===== config.mk =====
export PLATFORM = sky130hd
export DESIGN_NAME = fft_sym_ctrl
export DESIGN_NICKNAME = d
export VERILOG_FILES = /design/src/rtl/fft_sym_ctrl_pkg.sv /design/src/rtl/fft_cp_cnt.sv /design/src/rtl/fft_sym_ctrl.sv
export SDC_FILE = /design/constraint.sdc
export NUM_CORES = 1
export LEC_CHECK = 0
export ABC_AREA = 1
export CAP_MARGIN = 5
export CORE_MARGIN = 5
export CORE_UTILIZATION = 55
export DETAILED_ROUTE_END_ITERATION = 8
export PLACE_DENSITY = 0.8
export SKIP_CTS_REPAIR_TIMING = 1
export SLEW_MARGIN = 20
export SYNTH_ARGS = -nofsm -noshare
export SYNTH_HDL_FRONTEND = slang
export SYNTH_SLANG_ARGS = --single-unit
export TNS_END_PERCENT = 20

===== constraint.sdc =====
create_clock -name clk -period 6.8 [get_ports clk]
set_clock_uncertainty 0.15 [all_clocks]
set_input_delay 1.36 -clock clk [delete_from_list [all_inputs] [get_ports clk]]
set_output_delay 1.36 -clock clk [all_outputs]
set_load 0.01 [all_outputs]

===== src/rtl/fft_sym_ctrl_pkg.sv =====
// Shared constants, state encoding and scaling tables for the FFT symbol controller.
// Used by fft_sym_ctrl and fft_cp_cnt; the optional FFT_CTRL_STAT_EN build adds nothing here.
package fft_sym_ctrl_pkg;

  localparam int FFT_NFFT_NBIT = 5;
  localparam int FFT_SCH_NBIT  = 12;
  localparam int FFT_CNT_NBIT  = 12;

  localparam logic [FFT_CNT_NBIT-1:0] CP_BASE_NORM0 = 12'd160;
  localparam logic [FFT_CNT_NBIT-1:0] CP_BASE_NORM  = 12'd144;
  localparam logic [FFT_CNT_NBIT-1:0] CP_BASE_EXT   = 12'd512;
  localparam logic [FFT_CNT_NBIT-1:0] FFT_LEN_MAX   = 12'd2048;

  typedef enum logic [2:0] {
    ST_IDLE     = 3'd0,
    ST_CFG      = 3'd1,
    ST_WAIT_RFD = 3'd2,
    ST_START    = 3'd3,
    ST_LOAD     = 3'd4,
    ST_DRAIN    = 3'd5
  } fft_state_e;

  // Two bits per radix-4 stage; entries 5-7 correspond to illegal sizes and are never loaded.
  localparam logic [FFT_SCH_NBIT-1:0] SCALE_FFT [0:7] = '{
    12'hAAB, 12'h2AA, 12'h0AB, 12'h0AA, 12'h02B, 12'h000, 12'h000, 12'h000
  };
  localparam logic [FFT_SCH_NBIT-1:0] SCALE_IFFT [0:7] = '{
    12'h555, 12'h155, 12'h056, 12'h055, 12'h016, 12'h000, 12'h000, 12'h000
  };

  function automatic logic [FFT_SCH_NBIT-1:0] scale_lookup(input logic       ifft,
                                                            input logic [2:0] num);
    return ifft ? SCALE_IFFT[num] : SCALE_FFT[num];
  endfunction

  function automatic logic num_legal(input logic [2:0] num);
    return (num <= 3'd4);
  endfunction

endpackage


===== src/rtl/fft_cp_cnt.sv =====
// Slot symbol index tracking and cyclic-prefix length derivation for each accepted symbol head.
// Index and cp_len update only on head_stb, so they stay stable for the whole symbol.
module fft_cp_cnt
  import fft_sym_ctrl_pkg::*;
(
  input  logic                    clk,
  input  logic                    reset_n,
  input  logic                    head_stb,
  input  logic                    din_s,
  input  logic                    cp_type,
  input  logic [2:0]              fft_num,
  output logic                    fst_cp,
  output logic [FFT_CNT_NBIT-1:0] cp_len
);

  logic [2:0]              sym_idx;
  logic [2:0]              idx_nxt;
  logic [2:0]              idx_wrap;
  logic [FFT_CNT_NBIT-1:0] cp_base;

  always_comb begin
    idx_wrap = cp_type ? 3'd5 : 3'd6;
    // ">=" also recovers an index left at 6 when the slot switches to extended CP.
    if (din_s) begin
      idx_nxt = 3'd0;
    end else if (sym_idx >= idx_wrap) begin
      idx_nxt = 3'd0;
    end else begin
      idx_nxt = sym_idx + 3'd1;
    end

    if (cp_type) begin
      cp_base = CP_BASE_EXT;
    end else if (idx_nxt == 3'd0) begin
      cp_base = CP_BASE_NORM0;
    end else begin
      cp_base = CP_BASE_NORM;
    end
  end

  always_ff @(posedge clk or negedge reset_n) begin
    if (!reset_n) begin
      sym_idx <= 3'd0;
      fst_cp  <= 1'b0;
      cp_len  <= '0;
    end else if (head_stb) begin
      sym_idx <= idx_nxt;
      fst_cp  <= (idx_nxt == 3'd0);
      cp_len  <= cp_base >> fft_num;
    end
  end

endmodule


===== src/rtl/fft_sym_ctrl.sv =====
// Per-symbol sequencer for a streaming FFT core: configures, starts, loads (flagging CP samples) and unloads.
// Define FFT_CTRL_STAT_EN to add the sym_cnt / ovr_cnt statistics ports.
module fft_sym_ctrl
  import fft_sym_ctrl_pkg::*;
#(
  parameter int BIT_WIDTH = 16
) (
  input  logic                     clk,
  input  logic                     reset_n,
  input  logic [2:0]               fft_num,
  input  logic                     cp_type,
  input  logic                     fft_type,
  input  logic                     din_h,
  input  logic                     din_s,
  input  logic                     din_v,
  input  logic                     core_rfd,
  input  logic                     core_done,
  output logic [FFT_NFFT_NBIT-1:0] nfft,
  output logic                     nfft_we,
  output logic                     fwd_inv,
  output logic                     fwd_inv_we,
  output logic [FFT_SCH_NBIT-1:0]  scale_sch,
  output logic                     scale_sch_we,
  output logic                     start,
  output logic                     unload,
  output logic                     cp_drop,
  output logic                     fst_cp,
  output logic                     busy,
  output logic                     err
`ifdef FFT_CTRL_STAT_EN
  ,
  output logic [BIT_WIDTH-1:0]     sym_cnt,
  output logic [7:0]               ovr_cnt
`endif
);

  if (BIT_WIDTH < 1) begin : g_bit_width_check
    $error("fft_sym_ctrl: BIT_WIDTH must be at least 1");
  end

  fft_state_e              state;
  fft_state_e              state_nxt;
  logic [FFT_CNT_NBIT-1:0] cnt;
  logic [FFT_CNT_NBIT-1:0] cp_len;
  logic [FFT_CNT_NBIT-1:0] n_len;
  logic [FFT_CNT_NBIT-1:0] last_idx;
  logic [2:0]              cfg_num;
  logic                    head;
  logic                    cfg_ok;
  logic                    last_smp;
  logic                    overrun;
  logic                    head_acc;
  logic                    err_set;
  logic                    unload_nxt;

  assign head     = din_h & din_v;
  assign cfg_ok   = num_legal(fft_num);
  assign n_len    = FFT_LEN_MAX >> cfg_num;
  assign last_idx = cp_len + n_len - 12'd1;
  assign last_smp = din_v & (cnt == last_idx);
  // A head on the final sample simply closes the symbol; earlier heads abort it.
  assign overrun  = (state == ST_LOAD) & head & ~last_smp;

  fft_cp_cnt u_cp_cnt (
    .clk      (clk),
    .reset_n  (reset_n),
    .head_stb (head_acc),
    .din_s    (din_s),
    .cp_type  (cp_type),
    .fft_num  (fft_num),
    .fst_cp   (fst_cp),
    .cp_len   (cp_len)
  );

  always_comb begin
    state_nxt  = state;
    head_acc   = 1'b0;
    err_set    = 1'b0;
    unload_nxt = 1'b0;
    case (state)
      ST_IDLE: begin
        if (head) begin
          if (cfg_ok) begin
            state_nxt = ST_CFG;
            head_acc  = 1'b1;
          end else begin
            err_set = 1'b1;
          end
        end
      end
      ST_CFG: begin
        state_nxt = ST_WAIT_RFD;
      end
      ST_WAIT_RFD: begin
        err_set = din_h;
        if (core_rfd) begin
          state_nxt = ST_START;
        end
      end
      ST_START: begin
        err_set   = din_h;
        state_nxt = ST_LOAD;
      end
      ST_LOAD: begin
        if (overrun) begin
          err_set = 1'b1;
          if (cfg_ok) begin
            state_nxt = ST_CFG;
            head_acc  = 1'b1;
          end else begin
            state_nxt = ST_IDLE;
          end
        end else if (last_smp) begin
          state_nxt = ST_DRAIN;
        end
      end
      ST_DRAIN: begin
        err_set = din_h;
        if (core_done) begin
          state_nxt  = ST_IDLE;
          unload_nxt = 1'b1;
        end
      end
      default: begin
        state_nxt = ST_IDLE;
      end
    endcase
  end

  always_ff @(posedge clk or negedge reset_n) begin
    if (!reset_n) begin
      state <= ST_IDLE;
    end else begin
      state <= state_nxt;
    end
  end

  // Every output is registered from next-state decode, giving one cycle from din_h to nfft_we.
  always_ff @(posedge clk or negedge reset_n) begin
    if (!reset_n) begin
      nfft         <= 5'd11;
      nfft_we      <= 1'b0;
      fwd_inv      <= 1'b1;
      fwd_inv_we   <= 1'b0;
      scale_sch    <= '0;
      scale_sch_we <= 1'b0;
      start        <= 1'b0;
      unload       <= 1'b0;
      cp_drop      <= 1'b0;
      busy         <= 1'b0;
      err          <= 1'b0;
      cfg_num      <= 3'd0;
      cnt          <= '0;
    end else begin
      nfft_we      <= head_acc;
      fwd_inv_we   <= head_acc;
      scale_sch_we <= head_acc;
      if (head_acc) begin
        nfft      <= 5'd11 - {2'b00, fft_num};
        fwd_inv   <= ~fft_type;
        scale_sch <= scale_lookup(fft_type, fft_num);
        cfg_num   <= fft_num;
      end
      start   <= (state_nxt == ST_START);
      unload  <= unload_nxt;
      busy    <= (state_nxt != ST_IDLE) | unload_nxt;
      cp_drop <= (state == ST_LOAD) & din_v & ~overrun & (cnt < cp_len);
      err     <= err | err_set;
      if (state == ST_START) begin
        cnt <= '0;
      end else if ((state == ST_LOAD) && din_v) begin
        cnt <= cnt + 12'd1;
      end
    end
  end

`ifdef FFT_CTRL_STAT_EN
  always_ff @(posedge clk or negedge reset_n) begin
    if (!reset_n) begin
      sym_cnt <= '0;
      ovr_cnt <= 8'd0;
    end else begin
      if (unload_nxt) begin
        sym_cnt <= sym_cnt + 1'b1;
      end
      if (overrun && (ovr_cnt != 8'hFF)) begin
        ovr_cnt <= ovr_cnt + 8'd1;
      end
    end
  end
`endif

endmodule

==> results.md <==
- Crit path DAT: 3.54 ns
- Worst slew pin tran: 0.6477 ns
- WL/cell: 12.80 um
- Clock latency on the worst-skew pair: 0.30 ns
- Leakage: 2.194 nW
- Die extent in x: 93.23 um
- Combinational family with the most area after synthesis: simple AND/OR/NAND/NOR gates
- Grt met2 use: 0.3347
- Peak supply drop: 0.2242 mV
- DRC viols: 0
- Post-synthesis sequential area ratio: 0.3429
- Initial antenna violation count: 0
- Area leader, netlist: dfrtp_1
- Die area: 8692 sq um
- Prevailing post-synth register cell: dfrtp_1
- Total nets after synthesis: 566
- Syn_area_per_cell: 7.299 sq um
- Depth of the CTS H-tree: 2
- Unrepaired setup endpoints after global routing: no
- Pre-antenna DRT Iters: 5
- Synth top cells by count: nand2_1 (148), inv_1 (80), dfrtp_1 (48)
- Synth Warn #: 0
- Placeable Area: 6756 sq um
- GPL Wtd Cong: 0.8717
- Post-synth EDFFs: 0
- Post-synthesis register bit count: 52
- Layout cells sized above 1: 0.09042
- Min Tclk post-route: 3.489 ns
- Starting Density: 0.5639
- Dominant cell by count in the synthesized netlist: nand2_1
- Power per cell area: 444.9 nW/um^2
- CP Launch Type: input port
- Post-synthesis mux area share: 0
- Final Max Tran Viols: 0
- Clock transition at path regs: 0.09 ns
- Vias in the first global route: 3109
- Crit path capture type: flip-flop
- Synth Area in XOR/XNOR: 0.01839
- Netlist cell types: 37
- TritonCTS Buffers: 5
- Largest net degree at the start of global routing: 56
- Layout area overhead: 11.86%
- Max-Slew Margin vs Limit: 0.5682
- Syn Inst Count: 522
- Final worst path period share: 0.5131
- Reg2reg path depth: 17
- Post-synthesis compound-gate area fraction: 0.1126
- Cell count of the worst hold path: 2
- WHS: 0.3307 ns
- Root Driver: clkbuf_8
- ANT cells: 0
- Asr flop ratio synth: 1.000
- Hold Vio Cnt, Final: 0
- Status: finished clean
- Drt first-iter violations: 240
- WP data required: 6.85 ns
- Remaining Overflow, GRT: 0
- Overall Global Routing Usage: 0.1977
- Post-DP HPWL: 6306 um
- Critical path class: input port to flip-flop
- I/O Buffers: 37
- Synth area leaders: dfrtp_1 (32%), nand2_1 (15%), ha_1 (10%)
- Non-filler cells, final: 633
- Clock net sink count: 52
- Placed cell count: 625
- CP max FO: 55
- Synthesized area: 3810 sq um
- First-pass GRT wire length: 13940 um
- CTS tree: yes
- Via density: 5.246
- Max Cap Viol: 0
- Num ports: 39
- Std cell rows: 30
- GR Util met1: 0.2573
- Routed wire length: 8103 um
- Maximum clock insertion buffer count: 2
- Nets: 596
- HP Class: flip-flop to flip-flop
- Synth Area in Simple Gates: 0.3015
- Max frequency: 286.6 MHz
- Die Y: 93.23 um
- Setup TNS: 0 ns
- Post-DRT Antenna Nets: 0
- Synth top area share: 0.3153
- Total number of vias: 3321
- Most Crowded Layer GR: met2
- Met3 track demand over resource: 0.02816
- Post-Synth Adder-Cell Area: 0.1071
- # setup viols final: 0
==> path summary, 6_finish.rpt <==
path / from / endpoint / slack, ns
setup reg to reg: cfg_num[1] / scale_sch[5] / 3.49
max in group asynchronous: reset_n / u_cp_cnt.cp_len[3] / 5.06
setup / recovery: fft_num[2] / scale_sch[5] / 3.31
hold reg to reg: fwd_inv / fwd_inv / 0.33
min in group asynchronous: reset_n / cp_drop / 1.00
hold / removal: fwd_inv / fwd_inv / 0.33
==> layout by cell type, fill, tap and decap left out, types with 2 or more instances in the layout <==
cell type,count
a21oi_1,20
clkbuf_8,5
clkdlybuf4s50_1,36
clkinv_1,3
dfrtp_1,48
dfstp_2,4
ha_1,31
inv_1,80
nand2_1,148
nand2_2,10
nand3_1,40
nand3b_1,3
nand4_1,7
nor2_1,40
nor2_2,2
nor3_1,5
o21ai_0,22
o21ai_1,4
o21ai_2,19
xnor2_1,5
xor2_1,3
==> metrics by stage <==
stage          cell area, sq um  total power, mW  utilization  setup slack [ns]
2_1_floorplan              3810            1.396            -             4.001
3_3_place_gp               4154            1.651       0.6148             3.111
3_5_place_dp               4154            1.686       0.6148             2.996
4_1_cts                    4262            1.906       0.6307             3.333
5_1_grt                    4262            2.114       0.6307             3.138
6_report                   4262            1.896       0.6307             3.311
==> power by group <==
group | switching [mW] | leakage, nW | total, mW | internal, mW
Clock | 0.0998 | 0.0552 | 0.209 | 0.109
Sequential | 0.0837 | 0.674 | 0.493 | 0.409
Combinational | 0.709 | 1.46 | 1.19 | 0.485
==> cell families after synthesis <==
kind of cell	Yosys count
AOI/OAI and AO/OA	69
xor gates and xnor gates	8
adders and majority gates	32
buffers and inverters	99
DFF	52
other	1
and+or+nand+nor	261
==> per-layer routing <==
metal / part of all wire / up-vias / routed length (um)
met5: 0 / - / 0
met4: 0.021 / 0 / 173
met1: 0.45 / 1511 / 3660
met3: 0.039 / 12 / 314
li1: - / 1716 / -
met2: 0.49 / 82 / 3956
==> sequential cells by signal (all words and copies together) (netlist names) <==
name,cells
nfft,4
cp_drop,1
start,1
unload,1
cfg_num,2
scale_sch_we,1
state,3
u_cp_cnt.fst_cp,1
u_cp_cnt.cp_len,10
busy,1
fwd_inv,1
cnt,12
u_cp_cnt.sym_idx,3
scale_sch,10
err,1
==> worst max-delay path, cell delays in order <==
cell and delay [ns]:
clkdlybuf4s50_1 0.59, clkinv_1 0.40, nor2_1 0.40, nor3_2 0.13, nand2_8 0.34, inv_2 0.15
nand2_1 0.11, nand2_1 0.05
==> area by class of cell <==
type,instances,area [sq um]
Multi-Input combinational cell,371,2059
Fill cell,644,2495
Inverter,84,315.3
Clock inverter,2,35.03
Timing Repair Buffer,38,372.9
Clock buffer,6,72.57
Sequential cell,52,1306
Tap cell,80,100.1
Power figures use the tool's default switching activity.
